$ cat src/rtl/lutram_bist_sequencer.sv
// On-chip write/read-back march sequencer and checker for the XC7 LUTRAM functional test.
// Define LUTRAM_BIST_INV_PASS_EN to add a second march with inverted data.
module lutram_bist_sequencer #(
    parameter int unsigned           OP_WIDTH   = 2,
    parameter int unsigned           ADDR_WIDTH = 8,
    parameter int unsigned           DATA_WIDTH = 8,
    parameter int unsigned           DEPTH      = 256,
    parameter logic [DATA_WIDTH-1:0] SEED       = 8'hA5,
    parameter int unsigned           SETTLE     = 1,
    parameter int unsigned           ERR_WIDTH  = 16
) (
    input  logic                                     clk_i,
    input  logic                                     rst_ni,
    input  logic                                     start_i,
    output logic [DATA_WIDTH+ADDR_WIDTH+OP_WIDTH-1:0] instr_o,
    input  logic [DATA_WIDTH-1:0]                    rdata_i,
    output logic                                     busy_o,
    output logic                                     done_o,
    output logic                                     pass_o,
    output logic [ERR_WIDTH-1:0]                     err_count_o,
    output logic [ADDR_WIDTH-1:0]                    first_fail_addr_o
);

    localparam int unsigned           CNT_WIDTH = $clog2(SETTLE + 1);
    localparam logic [ADDR_WIDTH-1:0] LAST_ADDR = ADDR_WIDTH'(DEPTH - 1);
    localparam logic [CNT_WIDTH-1:0]  CNT_LAST  = CNT_WIDTH'(SETTLE);
    localparam logic [OP_WIDTH-1:0]   OP_WRITE  = '1;
    localparam logic [OP_WIDTH-1:0]   OP_READ   = '0;

    typedef enum logic [2:0] {
        S_IDLE,
        S_WRITE,
        S_READ,
`ifdef LUTRAM_BIST_INV_PASS_EN
        S_INV_WRITE,
        S_INV_READ,
`endif
        S_DONE
    } state_t;

    state_t                  state_q, state_d;
    logic [ADDR_WIDTH-1:0]   addr_q, addr_d;
    logic [CNT_WIDTH-1:0]    cnt_q, cnt_d;
    logic [ERR_WIDTH-1:0]    err_q, err_d;
    logic [ADDR_WIDTH-1:0]   ffa_q, ffa_d;
    logic                    busy_q, busy_d;
    logic                    done_q, done_d;
    logic                    pass_q, pass_d;
    logic [DATA_WIDTH+ADDR_WIDTH+OP_WIDTH-1:0] instr_q, instr_d;
    logic                    cmp_en;
    logic                    cmp_inv;

    function automatic logic [DATA_WIDTH-1:0] pattern(input logic [ADDR_WIDTH-1:0] addr,
                                                      input logic inv);
        logic [DATA_WIDTH-1:0] p;
        p = DATA_WIDTH'(addr) ^ SEED;
        return inv ? ~p : p;
    endfunction

    always_comb begin
        state_d = state_q;
        addr_d  = addr_q;
        cnt_d   = cnt_q;
        err_d   = err_q;
        ffa_d   = ffa_q;
        busy_d  = busy_q;
        done_d  = done_q;
        cmp_en  = 1'b0;
        cmp_inv = 1'b0;

        case (state_q)
            S_IDLE, S_DONE: begin
                if (start_i) begin
                    state_d = S_WRITE;
                    addr_d  = '0;
                    cnt_d   = '0;
                    err_d   = '0;
                    ffa_d   = '0;
                    busy_d  = 1'b1;
                    done_d  = 1'b0;
                end
            end
            S_WRITE: begin
                if (addr_q == LAST_ADDR) begin
                    addr_d  = '0;
                    state_d = S_READ;
                end else begin
                    addr_d = addr_q + 1'b1;
                end
            end
            S_READ: begin
                if (cnt_q == CNT_LAST) begin
                    cmp_en = 1'b1;
                    cnt_d  = '0;
                    if (addr_q == LAST_ADDR) begin
                        addr_d = '0;
`ifdef LUTRAM_BIST_INV_PASS_EN
                        state_d = S_INV_WRITE;
`else
                        state_d = S_DONE;
                        busy_d  = 1'b0;
                        done_d  = 1'b1;
`endif
                    end else begin
                        addr_d = addr_q + 1'b1;
                    end
                end else begin
                    cnt_d = cnt_q + 1'b1;
                end
            end
`ifdef LUTRAM_BIST_INV_PASS_EN
            S_INV_WRITE: begin
                if (addr_q == LAST_ADDR) begin
                    addr_d  = '0;
                    state_d = S_INV_READ;
                end else begin
                    addr_d = addr_q + 1'b1;
                end
            end
            S_INV_READ: begin
                cmp_inv = 1'b1;
                if (cnt_q == CNT_LAST) begin
                    cmp_en = 1'b1;
                    cnt_d  = '0;
                    if (addr_q == LAST_ADDR) begin
                        addr_d  = '0;
                        state_d = S_DONE;
                        busy_d  = 1'b0;
                        done_d  = 1'b1;
                    end else begin
                        addr_d = addr_q + 1'b1;
                    end
                end else begin
                    cnt_d = cnt_q + 1'b1;
                end
            end
`endif
            default: state_d = S_IDLE;
        endcase

        // A zero error count means no mismatch yet this run (the counter saturates, never wraps)
        if (cmp_en && (rdata_i != pattern(addr_q, cmp_inv))) begin
            if (err_q == '0) begin
                ffa_d = addr_q;
            end
            if (err_q != '1) begin
                err_d = err_q + 1'b1;
            end
        end

        pass_d = done_d && (err_d == '0);

        // instr is registered from next-state values so it lines up with the state it describes
        case (state_d)
            S_WRITE:     instr_d = {pattern(addr_d, 1'b0), addr_d, OP_WRITE};
            S_READ:      instr_d = {{DATA_WIDTH{1'b0}}, addr_d, OP_READ};
`ifdef LUTRAM_BIST_INV_PASS_EN
            S_INV_WRITE: instr_d = {pattern(addr_d, 1'b1), addr_d, OP_WRITE};
            S_INV_READ:  instr_d = {{DATA_WIDTH{1'b0}}, addr_d, OP_READ};
`endif
            default:     instr_d = '0;
        endcase
    end

    always_ff @(posedge clk_i or negedge rst_ni) begin
        if (!rst_ni) begin
            state_q <= S_IDLE;
            addr_q  <= '0;
            cnt_q   <= '0;
            err_q   <= '0;
            ffa_q   <= '0;
            busy_q  <= 1'b0;
            done_q  <= 1'b0;
            pass_q  <= 1'b0;
            instr_q <= '0;
        end else begin
            state_q <= state_d;
            addr_q  <= addr_d;
            cnt_q   <= cnt_d;
            err_q   <= err_d;
            ffa_q   <= ffa_d;
            busy_q  <= busy_d;
            done_q  <= done_d;
            pass_q  <= pass_d;
            instr_q <= instr_d;
        end
    end

    assign instr_o           = instr_q;
    assign busy_o            = busy_q;
    assign done_o            = done_q;
    assign pass_o            = pass_q;
    assign err_count_o       = err_q;
    assign first_fail_addr_o = ffa_q;

endmodule

$ cat config.mk
export PLATFORM = sky130hd
export DESIGN_NAME = lutram_bist_sequencer
export DESIGN_NICKNAME = d
export VERILOG_FILES = /design/src/rtl/lutram_bist_sequencer.sv
export SDC_FILE = /design/constraint.sdc
export NUM_CORES = 1
export LEC_CHECK = 0
export ABC_AREA = 1
export CORE_ASPECT_RATIO = 1.4
export CORE_MARGIN = 2
export CORE_UTILIZATION = 45
export DETAILED_ROUTE_END_ITERATION = 16
export GPL_TIMING_DRIVEN = 0
export PLACE_DENSITY = 0.69
export SLEW_MARGIN = 30
export SYNTH_ARGS = -nofsm -noshare
export SYNTH_HDL_FRONTEND = slang
export SYNTH_SLANG_ARGS = --single-unit
$ cat constraint.sdc
create_clock -name clk_i -period 2 [get_ports clk_i]
set_input_delay 0.4 -clock clk_i [delete_from_list [all_inputs] [get_ports clk_i]]
set_output_delay 0.4 -clock clk_i [all_outputs]
set_load 0.05 [all_outputs]
=== Word-level counts from Yosys, hierarchy flattened ===
Index checks and enable logic that the tools add are counted.

* $add $sub $neg: 3
* Equal/unequal tests: 11
* Mux-type cells: 31
* Reductions and logical operators: 9
* Bitwise operators: 2

{| class="wikitable"
|+ Operators with widths
! operator !! number
|-
| 16-bit 2-to-1 mux || 4
|-
| 8-bit 2-to-1 mux || 7
|-
| 18-bit one-hot mux with 2 select lines || 1
|-
| 16-bit zero test || 2
|-
| 8-bit one-hot mux with 3 select lines || 1
|-
| 16-bit by 1-bit adder with 16-bit output (second input constant) || 1
|-
| 16-bit != test (second input constant) || 1
|-
| 3-bit 2-to-1 mux || 4
|-
| 1-bit 2-to-1 mux || 10
|-
| 3-bit by 2-bit equality test with 1-bit output (second input constant) || 3
|-
| 3-bit one-hot mux with 3 select lines || 1
|-
| 8-bit by 1-bit adder with 8-bit output (second input constant) || 1
|-
| 8-bit equality test (second input constant) || 1
|-
| 8-bit != test || 1
|-
| 4-bit inverter || 2
|-
| 3-bit by 1-bit equality test with 1-bit output (second input constant) || 2
|-
| 2-bit != test (second input constant) || 3
|-
| 1-bit one-hot mux with 2 select lines || 3
|-
| 4-bit AND reduction || 1
|-
| 3-bit zero test || 1
|-
| 1-bit logical AND || 2
|-
| 2-bit AND reduction || 1
|-
| 2-bit nonzero test || 1
|-
| 2-bit OR reduction || 1
|-
| 1-bit adder (second input constant) || 1
|}

* Output and inout port bits: 45
* Bits of input ports: 11
* Logic and storage cells: 65
* Register bits: 57

=== Logic depth before layout (Yosys ltp) ===
Gate-level depths: netlist of the first run.

* Depth in word-level cells: 7
* Depth in mapped cells: 16
* Depth with buffers taken out: 15

=== Worst setup path before layout of the first run ===
No wires, ideal clock.

* Path kind: register -> register
* Start point: register err_q[1], in the netlist err_count_o[1]
* End point: register pass_q, in the netlist pass_o
* Cell stages (with the launch flop): 16
* Buffers on the path: 1
* Required time: 1.886 ns
* Clock period less this slack: 2.130 ns
* Data arrival time: 2.016 ns
* Library setup time: 0.114 ns
* Slack: -0.130 ns
* Cell sequence: dfrtp_1 ha_1 nand2_2 nor2_2 nand2_2 nor2_1 nand2_1 buf_4 nand2_1 nand2_2 nand2_2 inv_2 nand2_1 nor2_2 nand3_1 nor2_2

* Elaborated cells between the ends (all ways): 8
* Classes of those cells: 1 x add/sub; 1 x eq/ne; 4 x mux; 2 x reduce/logical

{| class="wikitable"
|+ RTL lines
! element !! RTL line !! source
|-
| start, declared || 44 || <nowiki>logic [ERR_WIDTH-1:0] err_q, err_d;</nowiki>
|-
| start signal, assigned || 180 || <nowiki>err_q <= err_d;</nowiki>
|-
| 16-bit by 1-bit adder with 16-bit output / 16-bit != test (equally long branches) || 147, 146 ||
|-
| 16-bit 2-to-1 mux * || 146 || <nowiki>if (err_q != '1) begin</nowiki>
|-
| 16-bit 2-to-1 mux * || 142 || <nowiki>if (cmp_en && (rdata_i != pattern(addr_q, cmp_inv))) begin</nowiki>
|-
| named net err_d[3] || 44 ||
|-
| 16-bit zero test * || 151 || <nowiki>pass_d = done_d && (err_d == '0);</nowiki>
|-
| 1-bit logical AND * || 151 ||
|-
| named net pass_d || 48 || <nowiki>logic pass_q, pass_d;</nowiki>
|-
| end signal, assigned || 184 || <nowiki>pass_q <= pass_d;</nowiki>
|-
| end, declared || 48 ||
|}

The timed path passes the listed nets; every way through them passes the cells marked *.
A chain may end at the register's enable or synchronous reset.

=== Worst setup path in the final report of the first run ===
* Start point: input rdata_i[6]
* End point: register pass_q, in the netlist pass_o

* Cells in the longest elaborated chain, start to end: 5

{| class="wikitable"
|+ RTL lines
! element !! RTL line !! source
|-
| start, declared || 16 || <nowiki>input logic [DATA_WIDTH-1:0] rdata_i,</nowiki>
|-
| 8-bit != test || 142 ||
|-
| 1-bit logical AND || 142 ||
|-
| 16-bit 2-to-1 mux || 142 ||
|-
| 16-bit zero test || 151 ||
|-
| 1-bit logical AND || 151 ||
|-
| named net pass_d || 48 ||
|}

The timed path passes the listed nets, and every way through them passes these cells.

==> impl_metrics.py, run 1 <==
metrics = {
    "global_routing": {
        "antenna_found_initial": 0,
        "grt_max_degree": 49,
        "grt_pass1_vias": 3167,
        "grt_pass1_wl_um": 15100,
        "grt.overflow.total": 0,
        "grt.total_usage_pct": 23.3,
    },
    "final_layout": {
        "antenna_cells": 0,
        "utilization_pct": 62.5,
        "fin_nets": 570,
        "stdcell_count": 654,
        "final_layout_size_suffix_gt1_share_pct": 22.8,
        "design_area_sq_um": 4550,
        "syn_to_final_growth_pct": 36.9,
    },
    "routing": {
        "vias": 3340,
        "wl_met3_um": 325,
        "postRouteAntennaNets": 0,
        "highest_layer": "met4",
        "met2WireLength_um": 5200,
        "wl_per_cell_um": 14.1,
        "drc": 0,
        "first_pass_iters": 4,
        "m1WireLength_um": 3450,
        "viasPerCell": 5.11,
        "drt-total-wl_um": 9250,
        "first_iter_violations": 161,
    },
    "synth": {
        "yosysWarnings": 0,
        "syn_area_sq_um": 3320,
        "yosysUniqueCellTypes": 31,
        "yosysTopAreaCell": "dfrtp_1",
        "yosys-top-cells-area": "dfrtp_1, nand2_1, nor2_1, inv_1, nand3_1",
        "ys.flop_type": "dfrtp_1",
        "ys_ff_latch": 56,
        "seq_area_frac_synth_pct": 42.2,
        "syn_avg_cell_area_sq_um": 7.14,
        "synthCells": 465,
        "synth_top_area_share_pct": 42.2,
        "synth_edf_count": 0,
        "synth_nets": 479,
        "synth_most_common_cell": "nand2_1",
        "synthTopCellsByCount": "nand2_1, dfrtp_1, nor2_1",
        "synthArstFlopShare_pct": 100,
    },
    "sta": {
        "worst_clock_skew_ps": 11.8,
        "worst_pin_slew_ps": 508,
        "fin_crit_sh_pct": 97.2,
        "rsz0062_at_grt": "yes",
        "period_minus_slack_ps": 1940,
        "relSlewSlack_pct": 66.1,
        "setup-violations-final": 0,
        "hold_violations": 0,
        "fin_ws_ps": 56.0,
        "holdWs_ps": 449,
        "fin_setup_tns_ps": 0,
        "fmax_ghz": 0.514,
        "slew_violations": 0,
    },
    "clock_tree": {
        "clock_latency_ps": 320,
        "cts_tree": "built",
        "h-tree-depth": 2,
        "clockBufferDepth": 2,
        "cts_root_buf": "clkbuf_8",
        "cts.sink_count": 56,
        "clk_pin_slew_ps": 100,
        "cts_buffers": 5,
    },
    "worst_setup_path": {
        "path_class": "input port to flip-flop",
        "required_ps": 2260,
        "start_kind": "input port",
        "path_delay_family": "simple AND/OR/NAND/NOR gates",
        "cp_cell_sequence": "clkdlybuf4s50_1 -> inv_1 -> nand2_1 -> nand2_1 -> nor2_1 -> nand2_1 -> nor2_4 -> nor2_4 -> buf_8 -> nand2_1 -> nand4_1 -> nor2_1 -> nand2_1 -> nor2_2",
        "crit_path_frequent_cell": "nand2_1",
        "cp.arrival_ps": 2200,
        "reg2reg_depth": 11,
        "end_kind": "flip-flop",
        "crit_slowest_cell": "clkdlybuf4s50_1",
        "reg2reg_slack_ps": 70,
        "slowest_delay_ps": 480,
        "r2r-end": "pass_o$_DFF_PN0_",
        "crit_buf_inv": 3,
        "worstPathMaxFanout": 5,
        "r2r-start": "state_q[2]$_DFF_PN0_",
    },
    "die": {
        "core_sq_um": 7270,
        "die_h_um": 106,
        "die_w_um": 76.6,
        "start_util_pct": 45.7,
        "dieArea_sq_um": 8090,
        "io_pins": 56,
        "rows": 37,
    },
    "pwr": {
        "p_leak_nw": 2.34,
        "power_mw": 2.64,
        "max-vdd-ir-drop_mv": 0.551,
        "powerDensity_nw_per_um2": 581,
    },
    "placed_design": {
        "gp_congestion": 0.908,
        "placed_cells": 618,
        "place_ws_ps": -273,
        "io_buffers": 55,
        "post-dp-hpwl_um": 6790,
        "placed_area_sq_um": 4020,
    },
    "run_status": {
        "status": "finished, final reports clean",
    },
    "flow_run": {
        "maxCapViolCount": 0,
    },
    "worst_hold_path": {
        "min_path_type": "input port to async pin",
    },
}
cell usage in the layout (no fill, tap or decap), types with 3 or more instances in the layout:
cell,Yosys,final
nand2_1,144,138
nor2_1,54,50
inv_1,48,47
dfrtp_1,56,45
nand3_1,35,33
clkdlybuf4s50_1,0,33
buf_4,5,27
inv_2,21,21
nand2_2,12,15
o21ai_0,13,13
dlygate4sd2_1,0,12
o21ai_1,12,11
dfrtp_2,0,11
nand4_1,10,10
nor2_2,10,10
dlymetal6s2s_1,0,9
nor2_4,4,8
nand3_2,5,6
o22ai_1,5,5
clkbuf_8,0,5
xnor2_1,4,4
xor2_1,4,4
a21oi_1,3,3
nand2_4,0,3
buf_6,1,3
nor4_1,4,3
kinds of logic after synthesis:
group	Yosys count	share of synthesized area [%]
AND/OR/NAND/NOR	281	38.4
buffers and inverters	78	9.69
flip-flops	56	42.2
XOR/XNOR	8	2.11
other	1	0.113
adder cells (fa/ha/maj)	3	1.13
AO/OA/AOI/OAI	38	6.29
power breakdown:
group          switching (mW)  total [mW]  internal, mW
sequential             0.0429        1.23          1.19
clock                   0.366       0.737         0.371
combinational           0.429       0.668         0.239
per-layer routing:
metal | up-vias | GRT usage, %
met4 | 0 | 8.96
met2 | 100 | 45.1
met3 | 19 | 2.48
met5 | - | 0
li1 | 1647 | -
met1 | 1574 | 25.8
repair_timing:
item	4_1_cts	5_1_grt
setup buffers	5	20
endpoints found under the hold margin	8	0
resized for setup	23	42
pin swaps	3	17
gates cloned	0	2
endpoints found under the setup margin	24	16
hold buffers	1	0
cell type report:
cell class | count | area, sq um
clock inverter | 3 | 42.5
sequential | 56 | 1420
multi-input combinational | 331 | 1720
clock buffer | 5 | 68.8
tap | 97 | 121
buffer | 9 | 76.3
timing repair buffer | 84 | 842
fill | 656 | 2720
inverter | 69 | 262
worst max-delay path by stage:
stage | start | end | slack [ps] | cells past startpoint
after floorplan | err_count_o[1]$_DFF_PN0_ | pass_o$_DFF_PN0_ | 40 | 15
after global placement | rst_ni | err_count_o[1]$_DFF_PN0_ | -1480 | 1
after detailed placement | rdata_i[7] | pass_o$_DFF_PN0_ | -270 | 14
after CTS | err_count_o[15]$_DFF_PN0_ | err_count_o[15] | 0.9 | 1
after global routing | rdata_i[6] | pass_o$_DFF_PN0_ | -20 | 14
final | rdata_i[6] | pass_o$_DFF_PN0_ | 60 | 14
state kept, by name, indices dropped and copies added (netlist names):
register and count:
instr_o 17, err_count_o 16, addr_q 8, first_fail_addr_o 8, state_q 3, busy_o 1
cnt_q 1, done_o 1, pass_o 1
Note: power is estimated with default switching activity, not from simulation.
==> inputs of run 2 (changes only) <==
--- a/config.mk
+++ b/config.mk
@@ -9,9 +9,11 @@
 export CORE_ASPECT_RATIO = 1.4
 export CORE_MARGIN = 2
 export CORE_UTILIZATION = 45
+export CTS_CLUSTER_DIAMETER = 150
 export DETAILED_ROUTE_END_ITERATION = 16
 export GPL_TIMING_DRIVEN = 0
-export PLACE_DENSITY = 0.69
+export PLACE_DENSITY_LB_ADDON = 0.12
+export SETUP_SLACK_MARGIN = 0.3
 export SLEW_MARGIN = 30
 export SYNTH_ARGS = -nofsm -noshare
 export SYNTH_HDL_FRONTEND = slang
==> impl_metrics.py, run 2 (synthesis gave the netlist of run 1 again) <==
metrics = {
    "worst_setup_path": {
        "end_kind": "flip-flop",
        "cp_cell_sequence": "inv_2 -> nand3_2 -> nand2_2 -> nand2_1 -> buf_4 -> buf_4 -> nand3_1 -> nand4_1 -> nor2_4 -> nand2_1 -> nor2_2",
        "required_ps": 2260,
        "path_class": "flip-flop to flip-flop",
        "reg2reg_depth": 11,
        "crit_slowest_cell": "dfrtp_1",
        "start_kind": "flip-flop",
        "r2r-start": "state_q[0]$_DFF_PN0_",
        "worstPathMaxFanout": 10,
        "path_delay_family": "simple AND/OR/NAND/NOR gates",
        "slowest_delay_ps": 450,
        "r2r-end": "pass_o$_DFF_PN0_",
        "crit_buf_inv": 3,
        "reg2reg_slack_ps": 100,
        "cp.arrival_ps": 2160,
    },
    "global_routing": {
        "grt_max_degree": 30,
        "grt_pass1_wl_um": 16000,
        "grt.overflow.total": 0,
        "grt_pass1_vias": 3371,
        "antenna_found_initial": 0,
        "grt.total_usage_pct": 25.2,
    },
    "placed_design": {
        "post-dp-hpwl_um": 6990,
        "place_ws_ps": -368,
        "placed_cells": 618,
        "io_buffers": 55,
        "placed_area_sq_um": 4070,
        "gp_congestion": 0.948,
    },
    "final_layout": {
        "fin_nets": 587,
        "antenna_cells": 0,
        "final_layout_size_suffix_gt1_share_pct": 37.8,
        "utilization_pct": 67.0,
        "stdcell_count": 671,
        "syn_to_final_growth_pct": 46.7,
        "design_area_sq_um": 4870,
        "final_common_cell": "nand2_1",
        "largest_reg_flops": 17,
        "final_cell_mix": "nand2_1, inv_1, nor2_1, dfrtp_1",
        "nFillCells": 638,
    },
    "routing": {
        "first_iter_violations": 141,
        "drt-total-wl_um": 10500,
        "drc": 0,
        "viasPerCell": 5.27,
        "postRouteAntennaNets": 0,
        "vias": 3538,
        "wl_per_cell_um": 15.6,
        "first_pass_iters": 4,
    },
    "clock_tree": {
        "cts_root_buf": "clkbuf_8",
        "cts_tree": "built",
        "cts.sink_count": 56,
        "clockBufferDepth": 2,
        "h-tree-depth": 2,
        "clk_pin_slew_ps": 100,
        "cts_buffers": 5,
        "clock_latency_ps": 320,
    },
    "worst_hold_path": {
        "min_path_type": "input port to async pin",
    },
    "die": {
        "dieArea_sq_um": 8090,
        "start_util_pct": 45.7,
        "die_w_um": 76.6,
        "io_pins": 56,
        "rows": 37,
        "core_sq_um": 7270,
        "die_h_um": 106,
    },
    "pwr": {
        "p_leak_nw": 2.39,
        "p_comb_share_pct": 32.1,
        "p_sw_share_pct": 35.4,
        "pwr-share-seq_pct": 44.5,
        "p_switching_mw": 0.988,
        "max-vdd-ir-drop_mv": 0.480,
        "p_clk_share_pct": 23.4,
        "powerDensity_nw_per_um2": 572,
        "internal_power_mw": 1.80,
        "power_mw": 2.79,
    },
    "sta": {
        "hold_violations": 0,
        "rsz0062_at_grt": "yes",
        "worst_pin_slew_ps": 530,
        "holdWs_ps": 529,
        "period_minus_slack_ps": 1900,
        "fin_setup_tns_ps": 0,
        "fin_crit_sh_pct": 95.1,
        "fmax_ghz": 0.526,
        "worst_clock_skew_ps": 7.77,
        "slew_violations": 0,
        "relSlewSlack_pct": 64.8,
        "fin_ws_ps": 98.2,
        "setup-violations-final": 0,
    },
    "flow_run": {
        "maxCapViolCount": 0,
    },
    "run_status": {
        "status": "finished, final reports clean",
    },
}
run 2: changes by cell type in the layout (fill, tap and decap cells not counted), moves of 12 or more:
cell / change
clkdlybuf4s50_1: -30
dlygate4sd2_1: +22
buf_6: +15
nand2_1: -12
nand2_2: +12
nor2_1: -12
run 2: worst reg2reg max path: cells and delay by family, from the launching register on:
family / cells / cell delay [ps]
DFF: 1 / 450
and+or+nand+nor: 8 / 880
buffers and inverters: 3 / 520
run 2: cell type report:
type,count,area (sq um),share of cell area (%)
plain buffers,9,82.6,1.70
clock buffers,5,68.8,1.41
clock inverters,3,22.5,0.462
inverters,69,287,5.88
multi-input cells,331,1950,40.1
flip-flops and latches,56,1430,29.3
well taps,97,121,2.49
repair buffers,101,908,18.7
run 2: power by group through the flow:
stage / logic, mW / clock network (mW) / registers, mW
final: 0.894 / 0.651 / 1.24
after global routing: 0.958 / 0.707 / 1.25
after CTS: 0.736 / 0.658 / 1.24
after detailed placement: 0.564 / 0 / 1.26
after global placement: 0.550 / 0 / 1.26
after floorplan: 0.269 / 0 / 1.35
run 2: worst max path at each step:
stage	slack (ps)	to	from	depth (start not counted)
global placement	-1440	err_count_o[3]$_DFF_PN0_	rst_ni	1
detailed placement	-370	pass_o$_DFF_PN0_	rdata_i[0]	14
CTS	90	pass_o$_DFF_PN0_	state_q[2]$_DFF_PN0_	11
finish	100	pass_o$_DFF_PN0_	state_q[0]$_DFF_PN0_	11
global route	-10	pass_o$_DFF_PN0_	addr_q[3]$_DFF_PN0_	16
floorplan	180	pass_o$_DFF_PN0_	err_count_o[1]$_DFF_PN0_	15
run 2: what timing repair did:
item,in CTS,in global routing
setup endpoints to repair,71,46
hold buffers,1,0
pin swaps,24,18
setup buffers,24,18
endpoints found under the hold margin,11,0
gates cloned,2,0
resized for setup,137,72
run 2: layer usage:
layer	vias to the layer above	GRT usage (%)	share of wire, %
li1	1681	-	-
met1	1697	27.4	36
met2	119	46.5	55
met3	41	2.65	3.3
met4	0	15.6	5.4
met5	-	0	0
